`src/rtl/mem_port_arbiter.sv`:
```
// Shares one memory port between instruction fetch and executor load/store, one transaction at a time.
// Optional build macro MEM_ARB_FIXED_PRIO_EN: fetch always wins over data instead of round-robin.
module mem_port_arbiter #(
    parameter int ADDR_W = 32,
    parameter int DATA_W = 32
) (
    input  logic              clk,
    input  logic              reset,

    input  logic [ADDR_W-1:0] fetch_addr,
    input  logic              fetch_valid,
    output logic [DATA_W-1:0] fetch_data,
    output logic              fetch_ready,

    input  logic [ADDR_W-1:0] load_addr,
    input  logic              load_valid,
    output logic [DATA_W-1:0] load_data,
    output logic              load_ready,

    input  logic [ADDR_W-1:0] store_addr,
    input  logic [DATA_W-1:0] store_data,
    input  logic              store_valid,
    output logic              store_ready,

    output logic [ADDR_W-1:0] mem_addr,
    output logic [DATA_W-1:0] mem_wdata,
    output logic              mem_we,
    output logic              mem_req_valid,
    input  logic              mem_req_ready,
    input  logic              mem_resp_valid,
    input  logic [DATA_W-1:0] mem_resp_data
);

    localparam logic [1:0] S_IDLE    = 2'd0;
    localparam logic [1:0] S_ISSUE   = 2'd1;
    localparam logic [1:0] S_WAIT_RD = 2'd2;
    localparam logic [1:0] S_RESPOND = 2'd3;

    localparam logic [1:0] G_FETCH = 2'd0;
    localparam logic [1:0] G_LOAD  = 2'd1;
    localparam logic [1:0] G_STORE = 2'd2;

    logic [1:0] state;
    logic [1:0] grant;

`ifndef MEM_ARB_FIXED_PRIO_EN
    // Set when the data side (load or store) held the most recent grant.
    logic rr_last_data;
`endif

    logic       data_pend;
    logic       take_any;
    logic       take_fetch;
    logic [1:0] next_grant;

    // NOTE: every always_comb output gets a default first so no path leaves it unassigned (no latch).
    always_comb begin
        data_pend  = store_valid | load_valid;
        take_any   = fetch_valid | data_pend;
`ifdef MEM_ARB_FIXED_PRIO_EN
        take_fetch = fetch_valid;
`else
        take_fetch = fetch_valid & (~data_pend | rr_last_data);
`endif
        next_grant = G_LOAD;
        if (take_fetch) begin
            next_grant = G_FETCH;
        end else if (store_valid) begin
            next_grant = G_STORE;
        end
    end

    // NOTE: sequential state uses non-blocking assignments only, so every register samples pre-edge values.
    always_ff @(posedge clk or negedge reset) begin
        if (!reset) begin
            state         <= S_IDLE;
            grant         <= G_FETCH;
`ifndef MEM_ARB_FIXED_PRIO_EN
            rr_last_data  <= 1'b1;
`endif
            fetch_data    <= '0;
            fetch_ready   <= 1'b0;
            load_data     <= '0;
            load_ready    <= 1'b0;
            store_ready   <= 1'b0;
            mem_addr      <= '0;
            mem_wdata     <= '0;
            mem_we        <= 1'b0;
            mem_req_valid <= 1'b0;
        end else begin
            // NOTE: ready strobes default low every cycle so each completion pulse is exactly one clock wide.
            fetch_ready <= 1'b0;
            load_ready  <= 1'b0;
            store_ready <= 1'b0;

            case (state)
                S_IDLE: begin
                    if (take_any) begin
                        grant         <= next_grant;
                        mem_req_valid <= 1'b1;
                        mem_we        <= (next_grant == G_STORE);
                        mem_wdata     <= (next_grant == G_STORE) ? store_data : '0;
                        case (next_grant)
                            G_FETCH: mem_addr <= fetch_addr;
                            G_STORE: mem_addr <= store_addr;
                            default: mem_addr <= load_addr;
                        endcase
                        state <= S_ISSUE;
                    end
                end

                S_ISSUE: begin
                    if (mem_req_ready) begin
                        mem_req_valid <= 1'b0;
                        if (mem_we) begin
                            store_ready <= 1'b1;
                            state       <= S_RESPOND;
                        end else begin
                            state <= S_WAIT_RD;
                        end
                    end
                end

                S_WAIT_RD: begin
                    if (mem_resp_valid) begin
                        if (grant == G_FETCH) begin
                            fetch_data  <= mem_resp_data;
                            fetch_ready <= 1'b1;
                        end else begin
                            load_data  <= mem_resp_data;
                            load_ready <= 1'b1;
                        end
                        state <= S_RESPOND;
                    end
                end

                S_RESPOND: begin
`ifndef MEM_ARB_FIXED_PRIO_EN
                    rr_last_data <= (grant != G_FETCH);
`endif
                    state <= S_IDLE;
                end

                default: state <= S_IDLE;
            endcase
        end
    end

endmodule

```
`config.mk`:
```
export PLATFORM = sky130hd
export DESIGN_NAME = mem_port_arbiter
export DESIGN_NICKNAME = d
export VERILOG_FILES = /design/src/rtl/mem_port_arbiter.sv
export SDC_FILE = /design/constraint.sdc
export NUM_CORES = 1
export LEC_CHECK = 0
export BUFFER_PORTS_ARGS = -buffer_cell sky130_fd_sc_hd__buf_2
export CORE_AREA = 2 2 117 119
export DETAILED_ROUTE_END_ITERATION = 12
export DIE_AREA = 0 0 119 121
export PLACE_DENSITY = 0.79
export SYNTH_ARGS = -nofsm -noshare
export SYNTH_HDL_FRONTEND = slang
export SYNTH_SLANG_ARGS = --single-unit
```
`constraint.sdc`:
```
create_clock -name clk -period 2.97 [get_ports clk]
set_input_delay 0.594 -clock clk [delete_from_list [all_inputs] [get_ports clk]]
set_output_delay 0.594 -clock clk [all_outputs]
set_load 0.01 [all_outputs]
```
**Word-level counts from Yosys, hierarchy flattened**

Cells that the tools add are included.

- Equality and inequality tests: 7
- Multiplexer cells: 21
- Bitwise operators: 6
- Reduce and logical (&&, ||, !) cells: 10

Operator list:

| cell | number |
|---|---|
| 32-bit case mux with 2 select lines | 1 |
| 32-bit 2-to-1 mux | 1 |
| 1-bit 2-to-1 mux | 12 |
| 3-bit AND reduction | 4 |
| 2-bit 2-to-1 mux | 5 |
| 2-bit case mux with 4 select lines | 1 |
| 2-bit equality test (second input constant) | 3 |
| 2-bit logical NOT | 3 |
| 2-bit inequality test (second input constant) | 3 |
| 2-bit nonzero test | 2 |
| 1-bit OR | 3 |
| 2-bit by 1-bit equality test with 1-bit output (second input constant) | 1 |
| 1-bit inverter | 2 |
| 1-bit case mux with 2 select lines | 1 |
| 2-bit AND reduction | 1 |
| 1-bit bitwise AND | 1 |

- Flip-flop bits (word level): 138
- Input bits: 167
- Output and inout port bits: 133
- Word-level logic and storage cells: 56

**Logic depth before layout (Yosys ltp)**

Gate-level depths: netlist (run 1).

- Depth in word-level cells: 7
- Depth in mapped cells: 7

**Worst setup path before layout (run 1)**

Ideal clock, no wire load.

- Path type: register -> register
- From: register state[0]
- To: register fetch_data[10]
- Setup time: 0.128 ns
- Data arrival time: 1.598 ns
- Required time: 2.842 ns
- Setup slack: 1.244 ns
- Stages on the path, launching flop included: 7
- Path buffers: 1
- Period minus slack after synthesis: 1.726 ns
- Cell sequence: dfrtp_1 -> inv_1 -> ha_1 -> nand2_1 -> nor3_2 -> buf_2 -> mux2_1

- Longest elaborated chain between the ends: 2

Ends and longest elaborated chain:

| item | line | RTL |
|---|---|---|
| from (decl) | 43 | `logic [1:0] state;` |
| from (signal assigned) | 76 | `state <= S_IDLE;` |
| from (signal assigned) | 108 | `state <= S_ISSUE;` |
| from (signal assigned) | 117 | `state <= S_RESPOND;` |
| 2-bit equality test | 96 | `case (state)` |
| 3-bit AND reduction (no source line) | - |  |
| to (signal assigned) | 127 | `fetch_data <= mem_resp_data;` |
| to (decl) | 12 | `output logic [DATA_W-1:0] fetch_data,` |

No other way between the ends.
A chain may end at the register's enable or synchronous reset.

**Final worst setup path (run 1)**

- From: register state[0]
- To: register mem_addr[14]

- Longest elaborated chain between the ends: 2

Ends and longest elaborated chain:

| item | line | RTL |
|---|---|---|
| 2-bit logical NOT | 96 |  |
| 2-bit AND reduction (no source line) | - |  |
| to (signal assigned) | 104 | `G_FETCH: mem_addr <= fetch_addr;` |
| to (signal assigned) | 105 | `G_STORE: mem_addr <= store_addr;` |
| to (signal assigned) | 106 | `default: mem_addr <= load_addr;` |
| to (decl) | 25 | `output logic [ADDR_W-1:0] mem_addr,` |

No other way between the ends.

==> results of run 1 <==
layer usage:
metal  up-vias  share of wire
li1       2355              -
met1      2500           0.40
met2       286           0.50
met3        41          0.073
met4         0          0.031
met5         -              0
cell type report:
type	count	area (um^2)
clock buffers	19	453
flip-flops and latches	138	3450
multi-input cells	290	2220
well taps	176	220
clock inverters	13	193
diodes	2	5.00
fillers	1043	4890
inverters	11	41.3
repair buffers	311	1610
synthesized netlist by cell type (all sizes together) (3+ instances only):
cell type / instances / area share
nand2b: 3 / 0.0032
dfrtp: 137 / 0.58
inv: 11 / 0.0070
o31ai: 30 / 0.038
o21ai: 32 / 0.027
a22o: 32 / 0.047
ha: 5 / 0.011
a21o: 3 / 0.0038
clkbuf: 15 / 0.0095
a21oi: 4 / 0.0034
a211oi: 33 / 0.042
mux2: 65 / 0.12
o32a: 3 / 0.0051
nor2: 7 / 0.0049
nand2: 32 / 0.020
nor3: 29 / 0.025
buf: 26 / 0.026
critical path: stages, from the launching register on:
cell and delay [ns]:
dfrtp_1 0.42, inv_1 0.14, ha_1 0.31, o31a_1 0.60, buf_4 0.26, o21ai_0 0.10, o31ai_1 0.27
through the flow:
| step | utilization | power, mW | hold slack, ns | worst slack [ns] | instance area, um^2 |
|---|---|---|---|---|---|
| after floorplan | - | 4.97 | 0.298 | 1.24 | 5910 |
| final | 0.626 | 8.63 | 0.0893 | 0.764 | 8200 |
| after global routing | 0.626 | 9.15 | 0.103 | 0.587 | 8200 |
| after global placement | 0.577 | 6.22 | 0.462 | 0.941 | 7540 |
| after detailed placement | 0.577 | 6.41 | 0.470 | 0.768 | 7540 |
| after CTS | 0.626 | 8.71 | 0.0834 | 0.754 | 8190 |
worst paths after layout:
check | endpoint | slack (ns) | depth (start not counted)
hold / removal | mem_wdata[8] | 0.09 | 1
setup reg to reg | mem_addr[14] | 0.76 | 6
hold reg to reg | fetch_data[14] | 0.48 | 1
max in group asynchronous | fetch_data[29] | 2.13 | 2
min in group clk | mem_wdata[28] | 0.41 | 2
setup / recovery | mem_addr[14] | 0.76 | 6
power by group through the flow:
stage	Combinational [mW]	Clock (mW)	Sequential, mW
after floorplan	1.41	0	3.57
after global placement	3.04	0	3.18
after detailed placement	3.17	0	3.24
after CTS	3.17	2.32	3.22
after global routing	3.43	2.41	3.31
final	3.13	2.27	3.22
state kept, by name, summed over array words and instances (netlist names), 2 cells and up:
name,cells
fetch_data,32
load_data,32
mem_addr,32
mem_wdata,32
grant,2
state,2
cell families after synthesis:
family | after synthesis | synth area share
compound gates | 145 | 0.179
flops | 138 | 0.585
simple gates | 75 | 0.0595
mux | 65 | 0.124
buf+inv | 52 | 0.0426
fa+ha+maj | 5 | 0.0106
==> results.txt, run 1 <==
----------------------------------------------------
[Run status]
  Outcome ... finished, final reports clean

[Die]
  Row count ... 42
  Starting utilization of the core area ... 0.452
  Die height ... 121 um
  Number of primary I/O pins ... 300
  Die width ... 119 um
  Core area ... 0.0131 mm^2
  DIE AREA ... 0.0144 mm^2

[Layout]
  Share of layout cells above drive strength 1 ... 0.450
  Most common cell after layout, fill and taps aside ... buf_2
  Fin nets ... 941
  Top library cells by usage in the layout, fill and taps aside ... buf_2 (298), dfrtp_1 (137), mux2_1 (65)
  Area growth from synthesis to final layout ... 38.7%
  Final instance count without filler cells ... 960

[Timing]
  Total negative slack ... 0 ns
  Post-layout minimum cycle time ... 2.21 ns
  RSZ-0062 raised after global routing ... no
  Transition time at the pin with the least slew margin ... 0.682 ns
  Crit share post-route ... 0.743
  Tightest slew margin relative to the limit ... 0.545
  Number of pins exceeding their max-slew limit in the final report ... 0
  Hold violation total from the final report ... 0
  Worst Skew ... 0.00716 ns
  Fmax ... 453 MHz
  Final number of setup-violating endpoints ... 0

[GRT]
  Vias in the first global route ... 5290
  Met1 Use GR ... 0.294
  Global-route track usage on met2 ... 0.401
  Busiest layer in global routing ... met2
  Fraction of met3 tracks used by global routing ... 0.0620
  Global-route wire length before repair ... 27000 um
  Congestion Overflow GR ... 0
  Pin count of the biggest net entering global routing ... 69
  Total track usage ... 0.239
  Number of antenna violations at the first check in global routing ... 2

[Yosys]
  Area of the mapped netlist ... 0.00591 mm^2
  Flops & latches, synth ... 138
  Post-synthesis async set-or-reset flop share ... 1.00
  Post-synthesis area per instance ... 12.3 um^2
  EDFF count, synth ... 0
  Count of cell types in the netlist ... 36
  Post-synthesis sequential area ratio ... 0.585
  Top FF cell, synth ... dfrtp_1
  Warning count from the yosys run ... 0
  Net count after synthesis ... 652
  Number of instances in the synthesized netlist ... 480

[Route]
  Via count of the routed design ... 5182
  Antenna-violating nets left ... 0
  Pre-Repair DR Iteration Count ... 5
  WL/cell ... 17.7 um
  Via density per instance ... 5.40
  Detailed Route Iter0 Violations ... 364
  Total Wirelength ... 17000 um
  DRC errors left ... 0

[Clock tree]
  CTS resizes ... 0
  TritonCTS Buffers ... 17
  CTS tree ... yes
  Root Driver ... clkbuf_16
  Number of buffers on the longest clock path ... 2
  Later-pin clock latency in the skew report ... 0.40 ns
  Count of buffers added by post-CTS timing repair for setup ... 0
  CTS clk-pin slew, worst paths ... 0.06 ns
  Number of H-tree levels ... 4
  CTS sink count ... 138
  Post-cts hold buffer count ... 0

[Power]
  Portion of total power attributed to combinational logic ... 0.363
  Leakage ... 4.13 nW
  Switching Fraction ... 0.350
  Worst VDD drop ... 397 uV
  Proportion of power drawn by the clock network ... 0.263
  Psw ... 3.02 mW
  Sequential Power Share ... 0.374
  Total power divided by cell area ... 1050 mW/mm^2
  Int Pwr ... 5.60 mW

[Hold path]
  Worst hold path type ... in -> async

[Setup path]
  Critical path launch point type ... flop
  Largest driver fanout on the critical path ... 18
  Critical path endpoint category ... flop
  Category of the most critical setup path ... reg -> reg
  Arrival time at the worst endpoint ... 2.51 ns
  Required arrival time at the worst endpoint ... 3.27 ns
  CP startpoint ... state[0]
  Startpoint of the lowest-slack register-to-register path ... state[0]

[Placement]
  Estimated wirelength of the detail-placed design ... 12700 um
  Routability cong. ... 0.867
  I/O Buffers ... 299
  Post-Place Cells ... 926

[Run]
  Max Cap Violations ... 0

----------------------------------------------------
Note: power is estimated with default switching activity, not from simulation.
==> run 2, diff against run 1 <==
--- a/config.mk
+++ b/config.mk
@@ -6,10 +6,11 @@
 export NUM_CORES = 1
 export LEC_CHECK = 0
 export BUFFER_PORTS_ARGS = -buffer_cell sky130_fd_sc_hd__buf_2
-export CORE_AREA = 2 2 117 119
+export CORE_ASPECT_RATIO = 1.2
+export CORE_MARGIN = 1
+export CORE_UTILIZATION = 41
 export DETAILED_ROUTE_END_ITERATION = 12
-export DIE_AREA = 0 0 119 121
-export PLACE_DENSITY = 0.79
+export PLACE_DENSITY = 0.76
 export SYNTH_ARGS = -nofsm -noshare
 export SYNTH_HDL_FRONTEND = slang
 export SYNTH_SLANG_ARGS = --single-unit
==> constraint.sdc (replaced) <==
create_clock -name clk -period 2 [get_ports clk]
set_input_delay 0.4 -clock clk [delete_from_list [all_inputs] [get_ports clk]]
set_output_delay 0.4 -clock clk [all_outputs]
set_load 0.01 [all_outputs]
==> run 2 against run 1 <==
  * Critical endpoint is now load_data[6]
  * Highest routed layer unchanged
  * Register-to-register slack worse by 0.56 ns
  * Sequential power is 47% higher
  * Clock power rose by 40%
  * Setup slack got worse by 0.56 ns
  * Count of clock-buffer cells in the layout decreased by 1
  * Combinational power increased by 52%
  * Final cell count increased by 0.52%
  * Fmax is 23% higher
  * Global-route usage down 0.84 points
  * Total power is 47% higher
  * Design area up 1.4%
  * The run now ends with design-rule violations left
  * Wire length decreased by 1.3%
==> results.txt, run 2 (synthesis results as in run 1) <==
----------------------------------------------------
[Timing]
  Total negative slack ... 0 ns (unchanged)
  Tightest slew margin relative to the limit ... 0.668 (+0.123)
  Crit share post-route ... 0.898 (+0.156)
  Final number of setup-violating endpoints ... 0 (unchanged)
  Min setup slack post-route ... 0.203 ns (-0.561 ns)
  RSZ-0062 raised after global routing ... no
  Number of pins exceeding their max-slew limit in the final report ... 0 (unchanged)
  Hold violation total from the final report ... 0 (unchanged)
  Transition time at the pin with the least slew margin ... 0.498 ns (-0.184 ns)
  Fmax ... 557 MHz (+23%)
  Post-layout minimum cycle time ... 1.80 ns (-0.409 ns)
  Worst Skew ... 0.00867 ns (+0.00151 ns)

[Run]
  Max Cap Violations ... 0 (unchanged)

[Route]
  Total Wirelength ... 16800 um (-1.3%)
  Pre-Repair DR Iteration Count ... 8 (+3)
  WL/cell ... 17.4 um (-1.8%)
  Via count of the routed design ... 5118 (-1.2%)
  Detailed Route Iter0 Violations ... 301 (-17%)
  Antenna-violating nets left ... 0 (unchanged)
  DRC errors left ... 17 (+17)
  Via density per instance ... 5.30 (-1.7%)

[Die]
  Die width ... 112 um (-6.2%)
  DIE AREA ... 0.0149 mm^2 (+3.5%)
  Core area ... 0.0139 mm^2 (+6.5%)
  Row count ... 47 (+12%)
  Starting utilization of the core area ... 0.424 (-0.0276)
  Die height ... 134 um (+10%)
  Number of primary I/O pins ... 300 (unchanged)

[Placement]
  Routability cong. ... 0.818 (-5.6%)
  Post-placement worst setup slack ... 0.223 ns (-0.545 ns)
  Estimated wirelength of the detail-placed design ... 12200 um (-3.3%)
  I/O Buffers ... 299 (unchanged)

[GRT]
  Number of antenna violations at the first check in global routing ... 1 (-1)
  Vias in the first global route ... 5212 (-1.5%)
  Congestion Overflow GR ... 0 (unchanged)
  Global-route wire length before repair ... 26500 um (-1.8%)
  Total track usage ... 0.231 (-0.00839)
  Pin count of the biggest net entering global routing ... 51 (-26%)

[Power]
  Worst VDD drop ... 679 uV (+71%)
  Total power divided by cell area ... 1520 mW/mm^2 (+45%)
  Leakage ... 4.19 nW (+1.4%)

[Clock tree]
  Count of buffers added by post-CTS timing repair for setup ... 0 (unchanged)
  Later-pin clock latency in the skew report ... 0.41 ns (about the same)
  Number of buffers on the longest clock path ... 2 (unchanged)
  CTS sink count ... 138 (unchanged)
  CTS clk-pin slew, worst paths ... 0.07 ns (about the same)
  CTS tree ... yes
  Root Driver ... clkbuf_16
  CTS resizes ... 0 (unchanged)
  Number of H-tree levels ... 4 (unchanged)
  TritonCTS Buffers ... 17 (unchanged)
  Post-cts hold buffer count ... 1 (+1)

[Layout]
  Most common cell after layout, fill and taps aside ... buf_2
  Top library cells by usage in the layout, fill and taps aside ... buf_2 (298), dfrtp_1 (137), mux2_1 (65)
  Share of layout cells above drive strength 1 ... 0.457 (+0.00705)
  Final cell utilization of the core ... 0.596 (-0.0303)
  Area growth from synthesis to final layout ... 40.6%
  Fin nets ... 953 (+1.3%)
  Ant diodes ... 0 (-2)

[Setup path]
  Arrival time at the worst endpoint ... 2.07 ns (-0.44 ns)
  Largest driver fanout on the critical path ... 33 (+15)
  Critical path endpoint category ... flop
  Critical path launch point type ... flop
  Category of the most critical setup path ... reg -> reg
  Required arrival time at the worst endpoint ... 2.27 ns (-1.00 ns)

[Run status]
  Outcome ... finished with violations
  Violations in the final reports ... design-rule violations

[Hold path]
  Worst hold path type ... in -> reg

----------------------------------------------------
-- run 2: cell types whose count changed in the layout (fill, tap and decap cells not counted) --
cell	previous run	this run
inv_6	0	5
diode_2	2	0
buf_4	11	16
clkinvlp_4	1	2
buf_12	1	7
dlygate4sd3_1	0	1
bufinv_16	4	2
clkinv_2	2	1
clkbuf_8	2	1
clkinv_4	5	3
-- run 2: power by group --
part | internal, mW | switching (mW) | leakage [nW]
Clock | 1.90 | 1.26 | 0.290
Combinational | 2.21 | 2.55 | 2.19
Sequential | 4.07 | 0.655 | 1.71
Total | 8.18 | 4.47 | 4.19
-- run 2: metrics by stage --
stage	cells	instance area [um^2]	total power, mW	hold slack, ns
floorplan	480	5910	7.39	0.104
global placement	932	7700	9.41	0.381
detailed placement	932	7700	9.58	0.383
CTS	965	8310	12.8	0.184
global route	965	8310	13.4	0.181
finish	965	8310	12.7	0.206
-- run 2: path summary, 6_finish.rpt --
kind / startpoint / end / slack, ns / cells past startpoint
worst max register to register: state[0] / load_data[6] / 0.20 / 6
worst max-delay path: state[0] / load_data[6] / 0.20 / 6
min in group asynchronous: reset / load_data[20] / 0.50 / 2
worst min-delay path: store_data[9] / mem_wdata[9] / 0.21 / 2
max in group asynchronous: reset / mem_wdata[0] / 0.82 / 3
worst min register to register: mem_addr[8] / mem_addr[8] / 0.48 / 2
-- run 2: final cells by class --
class	instances	area, um^2
clock inverters	14	161
flip-flops and latches	138	3450
well taps	171	214
multi-input cells	290	2220
inverters	11	41.3
clock buffers	18	439
repair buffers	323	1770
fillers	1184	5630
-- run 2: worst max-delay path, stage by stage, from the launching register on --
cell and delay, ns:
dfrtp_1 0.41, inv_1 0.14, ha_1 0.21, nand2_1 0.11, or2_1 0.26, buf_12 0.19, mux2_1 0.34
-- run 2: layer usage --
| metal | GRT usage | wire length, um | up-vias |
|---|---|---|---|
| li1 | - | - | 2377 |
| met1 | 0.260 | 6490 | 2488 |
| met2 | 0.408 | 8740 | 231 |
| met3 | 0.0682 | 1210 | 22 |
| met4 | 0.0923 | 356 | 0 |
| met5 | 0 | 0 | - |
